===== config.mk =====
export PLATFORM = sky130hd
export DESIGN_NAME = if_id_pipeline_ctrl
export DESIGN_NICKNAME = d
export VERILOG_FILES = /design/src/rtl/if_id_pipeline_ctrl_pkg.sv /design/src/rtl/if_id_pipeline_ctrl_pipe_reg.sv /design/src/rtl/if_id_pipeline_ctrl.sv
export SDC_FILE = /design/constraint.sdc
export NUM_CORES = 1
export LEC_CHECK = 0
export BUFFER_PORTS_ARGS = -buffer_cell sky130_fd_sc_hd__clkbuf_2
export CAP_MARGIN = 0
export CORE_MARGIN = 3
export CORE_UTILIZATION = 51
export DETAILED_ROUTE_END_ITERATION = 8
export PLACE_DENSITY = 0.8
export SYNTH_ARGS = -nofsm -noshare
export SYNTH_HDL_FRONTEND = slang
export SYNTH_HIERARCHICAL = 1
export SYNTH_SLANG_ARGS = --single-unit

===== constraint.sdc =====
create_clock -name inClk -period 2.6 [get_ports inClk]
set_input_delay 0.52 -clock inClk [delete_from_list [all_inputs] [get_ports inClk]]
set_output_delay 0.52 -clock inClk [all_outputs]
set_load 0.005 [all_outputs]

===== src/rtl/if_id_pipeline_ctrl_pkg.sv =====
// Shared definitions for the IF/ID pipeline controller: FSM encodings,
// the NOP word, the default reset PC and the packed IF/ID latch layout.
package if_id_pipeline_ctrl_pkg;

  localparam logic [1:0]  ST_RUN   = 2'd0;
  localparam logic [1:0]  ST_STALL = 2'd1;
  localparam logic [1:0]  ST_FLUSH = 2'd2;

  localparam logic [31:0] NOP_WORD     = 32'h0000_0000;
  localparam logic [31:0] RESET_PC_DEF = 32'h0000_0000;

  typedef struct packed {
    logic        valid;
    logic [31:0] pc4;
    logic [31:0] instr;
  } ifid_t;

  function automatic logic [31:0] pc_plus4(input logic [31:0] pc);
    return pc + 32'd4;
  endfunction

endpackage


===== src/rtl/if_id_pipeline_ctrl_pipe_reg.sv =====
// Width-parameterised pipeline register with enable and clear; clear
// outranks enable, reset outranks both.
module pipe_reg #(
  parameter int           W       = 32,
  parameter logic [W-1:0] RST_VAL = '0
) (
  input  logic         i_clk,
  input  logic         i_rst,
  input  logic         i_en,
  input  logic         i_clr,
  input  logic [W-1:0] i_d,
  output logic [W-1:0] o_q
);

  logic [W-1:0] r_q;

  always_ff @(posedge i_clk) begin
    if (i_rst) begin
      r_q <= RST_VAL;
    end else if (i_clr) begin
      r_q <= '0;
    end else if (i_en) begin
      r_q <= i_d;
    end
  end

  assign o_q = r_q;

endmodule


===== src/rtl/if_id_pipeline_ctrl.sv =====
// Applies hazard-unit controls to the PC, the IF/ID latch and the ID control
// bubble mux; keeps stall/flush statistics and a sticky stall watchdog.
module if_id_pipeline_ctrl
  import if_id_pipeline_ctrl_pkg::*;
#(
  parameter logic [31:0] RESET_PC  = RESET_PC_DEF,
  parameter int          CTRL_W    = 9,
  parameter int          CNT_W     = 16,
  parameter int          MAX_STALL = 4
) (
  input  logic              inClk,
  input  logic              inReset,
  input  logic              inPCWrite,
  input  logic              inIF_IDWrite,
  input  logic              inIF_Flush,
  input  logic              inStall,
  input  logic              inPCSrc,
  input  logic [31:0]       inBranchTarget,
  input  logic [31:0]       inInstr,
  input  logic [CTRL_W-1:0] inIDCtrl,
  output logic [31:0]       outPC,
  output logic [31:0]       outIF_IDPC4,
  output logic [31:0]       outIF_IDInstr,
  output logic              outIF_IDValid,
  output logic [CTRL_W-1:0] outIDCtrl,
  output logic [1:0]        outState,
  output logic [CNT_W-1:0]  outStallCount,
  output logic [CNT_W-1:0]  outFlushCount,
  output logic              outStallTimeout
);

  logic [31:0]      w_pc;
  logic [31:0]      w_pc_next;
  ifid_t            w_ifid_d;
  ifid_t            w_ifid_q;
  logic [1:0]       r_state;
  logic [CNT_W-1:0] r_stall_cnt;
  logic [CNT_W-1:0] r_flush_cnt;
  logic [CNT_W-1:0] r_run;
  logic             r_timeout;

  // ---- fetch stage: PC register ----
  assign w_pc_next = inPCSrc ? inBranchTarget : pc_plus4(w_pc);

  pipe_reg #(
    .W       (32),
    .RST_VAL (RESET_PC)
  ) u_pc (
    .i_clk (inClk),
    .i_rst (inReset),
    .i_en  (inPCWrite),
    .i_clr (1'b0),
    .i_d   (w_pc_next),
    .o_q   (w_pc)
  );

  // ---- IF/ID boundary: flush clears to a NOP bubble ahead of write ----
  always_comb begin
    w_ifid_d       = '0;
    w_ifid_d.valid = 1'b1;
    w_ifid_d.pc4   = pc_plus4(w_pc);
    w_ifid_d.instr = inInstr;
  end

  pipe_reg #(
    .W       ($bits(ifid_t)),
    .RST_VAL ('0)
  ) u_ifid (
    .i_clk (inClk),
    .i_rst (inReset),
    .i_en  (inIF_IDWrite),
    .i_clr (inIF_Flush),
    .i_d   (w_ifid_d),
    .o_q   (w_ifid_q)
  );

  assign outIDCtrl = inStall ? inIDCtrl : '0;

  always_ff @(posedge inClk) begin
    if (inReset) begin
      r_state <= ST_RUN;
    end else begin
      case (r_state)
        ST_RUN, ST_STALL, ST_FLUSH: begin
          if (inIF_Flush)      r_state <= ST_FLUSH;
          else if (!inPCWrite) r_state <= ST_STALL;
          else                 r_state <= ST_RUN;
        end
        default: r_state <= ST_RUN;
      endcase
    end
  end

  // Statistics counters saturate rather than wrap so long runs stay meaningful.
  always_ff @(posedge inClk) begin
    if (inReset) begin
      r_stall_cnt <= '0;
      r_flush_cnt <= '0;
    end else begin
      if (!inPCWrite && (r_stall_cnt != '1)) r_stall_cnt <= r_stall_cnt + 1'b1;
      if (inIF_Flush && (r_flush_cnt != '1)) r_flush_cnt <= r_flush_cnt + 1'b1;
    end
  end

  // Run length is capped at MAX_STALL; the flag fires one edge after reaching it.
  always_ff @(posedge inClk) begin
    if (inReset) begin
      r_run     <= '0;
      r_timeout <= 1'b0;
    end else begin
      if (r_run >= CNT_W'(MAX_STALL)) r_timeout <= 1'b1;
      if (inPCWrite)                       r_run <= '0;
      else if (r_run < CNT_W'(MAX_STALL))  r_run <= r_run + 1'b1;
    end
  end

  assign outPC           = w_pc;
  assign outIF_IDPC4     = w_ifid_q.pc4;
  assign outIF_IDInstr   = w_ifid_q.instr;
  assign outIF_IDValid   = w_ifid_q.valid;
  assign outState        = r_state;
  assign outStallCount   = r_stall_cnt;
  assign outFlushCount   = r_flush_cnt;
  assign outStallTimeout = r_timeout;

endmodule


# After elaboration in Yosys (flattened, before gate mapping)
# Index checks and enable logic that the tools add are counted.
# totals
reg_bits	148
output_inout_bits	141
# op_classes
bitwise_logic	1
eq_ne	4
muxes	4
reduce_logical	9
magnitude_cmp	2
add_sub_neg	4
# op_table
operator	count
adder 16 x 1 -> 16 bit, second input constant	3
adder 32 x 3 -> 32 bit, second input constant	1
2-to-1 mux 32 bit	1
!= test 16 bit, second input constant	2
greater-or-equal comparator 16 x 3 -> 1 bit, second input constant	1
less-than comparator 16 x 3 -> 1 bit, second input constant	1
2-to-1 mux 9 bit	1
OR reduction 2 bit	3
OR reduction 3 bit	2
equality test 2 x 1 -> 1 bit, second input constant	1
equality test 2 bit, second input constant	1
logical AND 1 bit	2
logical NOT 2 bit	1
2-to-1 mux 2 bit	1
logical NOT 1 bit	1
2-to-1 mux 1 bit	1
inverter 1 bit	1

# Longest topological paths before layout
# depth
depth_word	4
depth_mapped	8
mapped_depth_nobuf	7

# Hierarchy
# Netlist, hierarchy kept.
# by_module_without_submodules
mod	cells_each	instances	seq_area_each_um2	area_per_inst_um2
if_id_pipeline_ctrl	443	1	1021.0	3488.3
pipe_reg (u_ifid)	210	1	1301.2	2338.5
pipe_reg (u_pc)	105	1	640.6	1156.1

# Worst setup path after synthesis
# OpenSTA, ideal clock, no wires.
# synth_timing
path_kind	register to register
from	register u_pc.r_q[2] (netlist: u_pc/o_q[2])
to	register u_pc.r_q[26] (netlist: u_pc/o_q[26])
synth_period_minus_slack_ps	2022
t_arrival_ps	1958
setup_ps	64
required_time_ps	2536
stages_incl_launch_ff	9
slack_ps	578
path_cell_list	dfxtp_1 > ha_1 > and3_1 > clkbuf_1 > nand2_1 > or4_1 > a31oi_1 > mux2i_1 > nor2_1
# synth_between
elab_chain_len	2
# synth_lines
item	line_no	source
start: declaration	if_id_pipeline_ctrl_pipe_reg.sv:15	logic [W-1:0] r_q;
start signal: assignment	if_id_pipeline_ctrl_pipe_reg.sv:23	r_q <= i_d;
adder 32 x 3 -> 32 bit	if_id_pipeline_ctrl_pkg.sv:19	return pc + 32'd4;
2-to-1 mux 32 bit	if_id_pipeline_ctrl.sv:43	assign w_pc_next = inPCSrc ? inBranchTarget : pc_plus4(w_pc);
net w_pc_next[26]	if_id_pipeline_ctrl.sv:33	logic [31:0] w_pc_next;
# The timed path passes the listed nets, and every way through them passes these cells.
# A chain may end at the register's enable or synchronous reset.

# Final worst setup path
# layout_timing
from	register u_pc.r_q[3] (netlist: u_pc/o_q[3])
to	register u_pc.r_q[26] (netlist: u_pc/o_q[26])
# Same word-level chain as after synthesis.

==> metrics.log <==
[metrics] run status: complete, no violations
[metrics] count of cells along the worst hold path: 3
[metrics] Final Routed Wirelength: 17.9 mm
[metrics] final count of pins violating max slew: 0
[metrics] number of cell rows: 42
[metrics] width of the die: 123 µm
[metrics] area occupied by multi-input gates: 0.00366 mm²
[metrics] Vert. Die Dim: 123 µm
[metrics] number of nets produced by synthesis: 843
[metrics] worst ir drop on vdd: 0.421 mV
[metrics] drt drc: 0
[metrics] data arrival time of the critical path: 2.55 ns
[metrics] critical path's slowest cell: sky130_fd_sc_hd__or4_1
[metrics] DRC marker count from the first detailed-route iteration: 376
[metrics] non-filler cells in the finished layout: 1,155
[metrics] path class of the lowest-slack min-delay path: in2reg
[metrics] antenna violations before repair: 0
[metrics] worst endpoint required time: 2.95 ns
[metrics] pin count of the biggest net entering global routing: 43
[metrics] unique cell type count in the Yosys netlist: 57
[metrics] Seq/Total Area, Yosys: 42.4%
[metrics] Clock Sinks: 148
[metrics] Final setup viols: 0
[metrics] fraction of layout cells with a size suffix above 1: 29.1%
[metrics] number of cells traversed by the worst register-to-register path: 7
[metrics] crit start category: flop
[metrics] Routed wire per std cell: 15.5 µm
[metrics] post-synth top area share: 42.4%
[metrics] clock latency on the worst-skew pair: 0.42 ns
[metrics] RSZ-0062 raised after global routing: false
[metrics] Yosys reg bits: 148
[metrics] number of gates resized after CTS: 0
[metrics] worst hold path endpoint: u_ifid/o_q[5]$_SDFFE_PP0P_
[metrics] remaining global-route overflow: 0
[metrics] number of placed cells counting well taps: 1,125
[metrics] area growth from synthesis to layout: 24.5%
[metrics] vias per std cell: 5.49
[metrics] clock transition at the registers of the reported paths: 0.06 ns
[metrics] H-tree depth: 4
[metrics] layout net count: 1,053
[metrics] smallest setup slack after layout: 0.406 ns
[metrics] Synth warnings: 6
[metrics] static leakage power: 3.97 nW
[metrics] largest cells by area after synthesis: sky130_fd_sc_hd__dfxtp_1, sky130_fd_sc_hd__mux2i_1, sky130_fd_sc_hd__nor2_1, sky130_fd_sc_hd__and2_1, sky130_fd_sc_hd__mux2_2
[metrics] Setup Skew: 0.00924 ns
[metrics] overall power consumption: 5.11 mW
[metrics] global-route usage over all layers: 23.5%
[metrics] count of mapped cells out of synthesis: 758
[metrics] hold buffers post-CTS: 0
[metrics] Clock Root Buffer: sky130_fd_sc_hd__clkbuf_16
[metrics] total clock buffers created by CTS: 17
[metrics] achievable frequency: 456 MHz
[metrics] fraction of synthesis flops using an asynchronous set or reset pin: 0%
[metrics] reg2reg setup slack: 0.41 ns
[metrics] worst reg2reg endpoint: u_pc/o_q[26]$_SDFFE_PP0P_
[metrics] CTS tree: yes
[metrics] post-synthesis cell area: 0.00698 mm²
[metrics] number of enable flip-flop cells after synthesis: 0
[metrics] via total after detailed routing: 6,340
[metrics] count of endpoints failing hold in the final timing report: 0
[metrics] fill cell count: 1,134
[metrics] HPWL reported at the end of detailed placement: 12.8 mm
[metrics] Worst path max stage delay: 0.52 ns
[metrics] effective utilization at floorplan: 52.5%
[metrics] RD Place Congestion: 0.872
[metrics] top post-synthesis cells by count: sky130_fd_sc_hd__dfxtp_1, sky130_fd_sc_hd__nor2_1, sky130_fd_sc_hd__mux2i_1, sky130_fd_sc_hd__nand2_1, sky130_fd_sc_hd__and2_1
[metrics] biggest fanout along the worst timing path: 7
[metrics] final sum of negative setup slack: 0 ns
[metrics] number of buffers on the longest clock path: 2
[metrics] core box area: 0.0133 mm²
[metrics] Top Ports: 221
[metrics] crit path from: u_pc/o_q[3]$_SDFFE_PP0P_
[metrics] Die Footprint: 0.0151 mm²
[metrics] reg2reg start: u_pc/o_q[3]$_SDFFE_PP0P_
[metrics] Pre-antenna DRT Iters: 5
[metrics] worst setup slack after placement: 0.440 ns
[metrics] flip-flop and latch area: 0.00296 mm²
[metrics] number of max-capacitance violations reported: 0
[metrics] minimum clock period: 2.19 ns
[metrics] library cell occupying the most area in the post-synthesis netlist: sky130_fd_sc_hd__dfxtp_1
[metrics] number of global-route vias before repair: 5,829
[metrics] Final period util: 84.4%
[metrics] post-route core utilization: 65.4%
[metrics] ratio of total power to cell area: 588 mW/mm²
[metrics] number of antenna cells inserted: 0
[metrics] global-route wire length before repair: 28.2 mm
[metrics] most used flip-flop cell after synthesis: sky130_fd_sc_hd__dfxtp_1
[metrics] crit path cell chain: ha_1 -> and3_1 -> nand2_1 -> or4_1 -> a31oi_1 -> mux2i_1 -> nor2_1
[metrics] worst max-slew margin expressed relative to the limit: 57.0%
[metrics] launch instance of the worst min-delay path: inInstr[5]
[metrics] Post-CTS Repair Setup Buffers: 0
[metrics] top-count cell post-synth: sky130_fd_sc_hd__dfxtp_1
[metrics] Mean Syn Cell Area: 9.21 µm²
[metrics] crit end category: flop
[metrics] transition at the pin with the smallest max-transition slack: 0.640 ns
[metrics] worst setup path category: reg2reg
[metrics] number of nets with antenna violations after routing: 0
[metrics] number of buffer cells added on primary ports: 220
## layout by cell type (no fill, tap or decap), types with 8 or more instances in the layout
| cell type | n |
|---|---|
| sky130_fd_sc_hd__nand4_1 | 17 |
| sky130_fd_sc_hd__nor4_1 | 8 |
| sky130_fd_sc_hd__nand3_1 | 22 |
| sky130_fd_sc_hd__dfxtp_1 | 148 |
| sky130_fd_sc_hd__a21oi_1 | 25 |
| sky130_fd_sc_hd__o21ai_0 | 16 |
| sky130_fd_sc_hd__mux2_2 | 15 |
| sky130_fd_sc_hd__nor2_1 | 123 |
| sky130_fd_sc_hd__a31oi_1 | 14 |
| sky130_fd_sc_hd__mux2i_1 | 98 |
| sky130_fd_sc_hd__nand2_1 | 45 |
| sky130_fd_sc_hd__and2_1 | 27 |
| sky130_fd_sc_hd__o31ai_1 | 17 |
| sky130_fd_sc_hd__inv_1 | 15 |
| sky130_fd_sc_hd__and4_1 | 12 |
| sky130_fd_sc_hd__clkbuf_2 | 219 |
| sky130_fd_sc_hd__clkbuf_16 | 17 |
| sky130_fd_sc_hd__xnor2_1 | 11 |
| sky130_fd_sc_hd__or4_1 | 17 |
| sky130_fd_sc_hd__buf_4 | 13 |
## area by class of cell
class | instances | share of cell area, %
Inverter | 15 | 0.648
Multi-Input combinational cell | 552 | 42.1
Tap cell | 176 | 2.53
Timing Repair Buffer | 234 | 14.2
Sequential cell | 148 | 34.1
Clock buffer | 25 | 5.58
Clock inverter | 5 | 0.864
## metrics by stage
step,hold WS (ns),cell area (µm²)
after floorplan,0.430,6980
after global placement,0.444,8130
after detailed placement,0.444,8130
after CTS,0.326,8690
after global routing,0.345,8690
final,0.335,8690
## power by group
part / switching [mW] / total, mW / internal [mW]
clock network: 0.877 / 2.35 / 1.47
registers: 0.0402 / 2.35 / 2.31
logic: 0.210 / 0.407 / 0.197
## critical path: cells and delay by family (launching register included)
family | cells | cell delay [ns]
fa+ha+maj | 1 | 0.27
simple gates | 4 | 1.14
compound gates | 1 | 0.18
flops | 1 | 0.43
mux | 1 | 0.09
## worst max path at each step
stage	to	slack (ns)	cells after the start
final	u_pc/o_q[26]$_SDFFE_PP0P_	0.41	7
after global routing	u_pc/o_q[26]$_SDFFE_PP0P_	0.23	7
after CTS	u_pc/o_q[26]$_SDFFE_PP0P_	0.42	7
after detailed placement	u_pc/o_q[26]$_SDFFE_PP0P_	0.44	7
after global placement	u_pc/o_q[26]$_SDFFE_PP0P_	0.49	7
after floorplan	u_pc/o_q[26]$_SDFFE_PP0P_	0.58	8
## metal layers
layer	GRT usage, %	part of all wire [%]	vias up
li1	-	-	3138
met1	29.8	44	2943
met2	37.8	46	237
met3	7.91	9.5	22
met4	7.89	1.4	0
met5	0	0	-
## registers in the layout (all words and copies together) (netlist names)
signal / flops
outFlushCount: 16
outStallCount: 16
outStallTimeout: 1
outState: 2
r_run: 16
u_ifid/o_q: 65
u_pc/o_q: 32
## cells by family after synthesis
| group | Yosys count | share of synthesized area, % |
|---|---|---|
| muxes | 115 | 16.8 |
| DFF | 148 | 42.4 |
| AOI/OAI and AO/OA | 98 | 9.08 |
| and+or+nand+nor | 316 | 23.5 |
| buffers and inverters | 58 | 5.16 |
| adders and majority gates | 5 | 0.896 |
| xor gates and xnor gates | 16 | 2.01 |
| other | 2 | 0.108 |
Note: power is estimated with default switching activity, not from simulation.
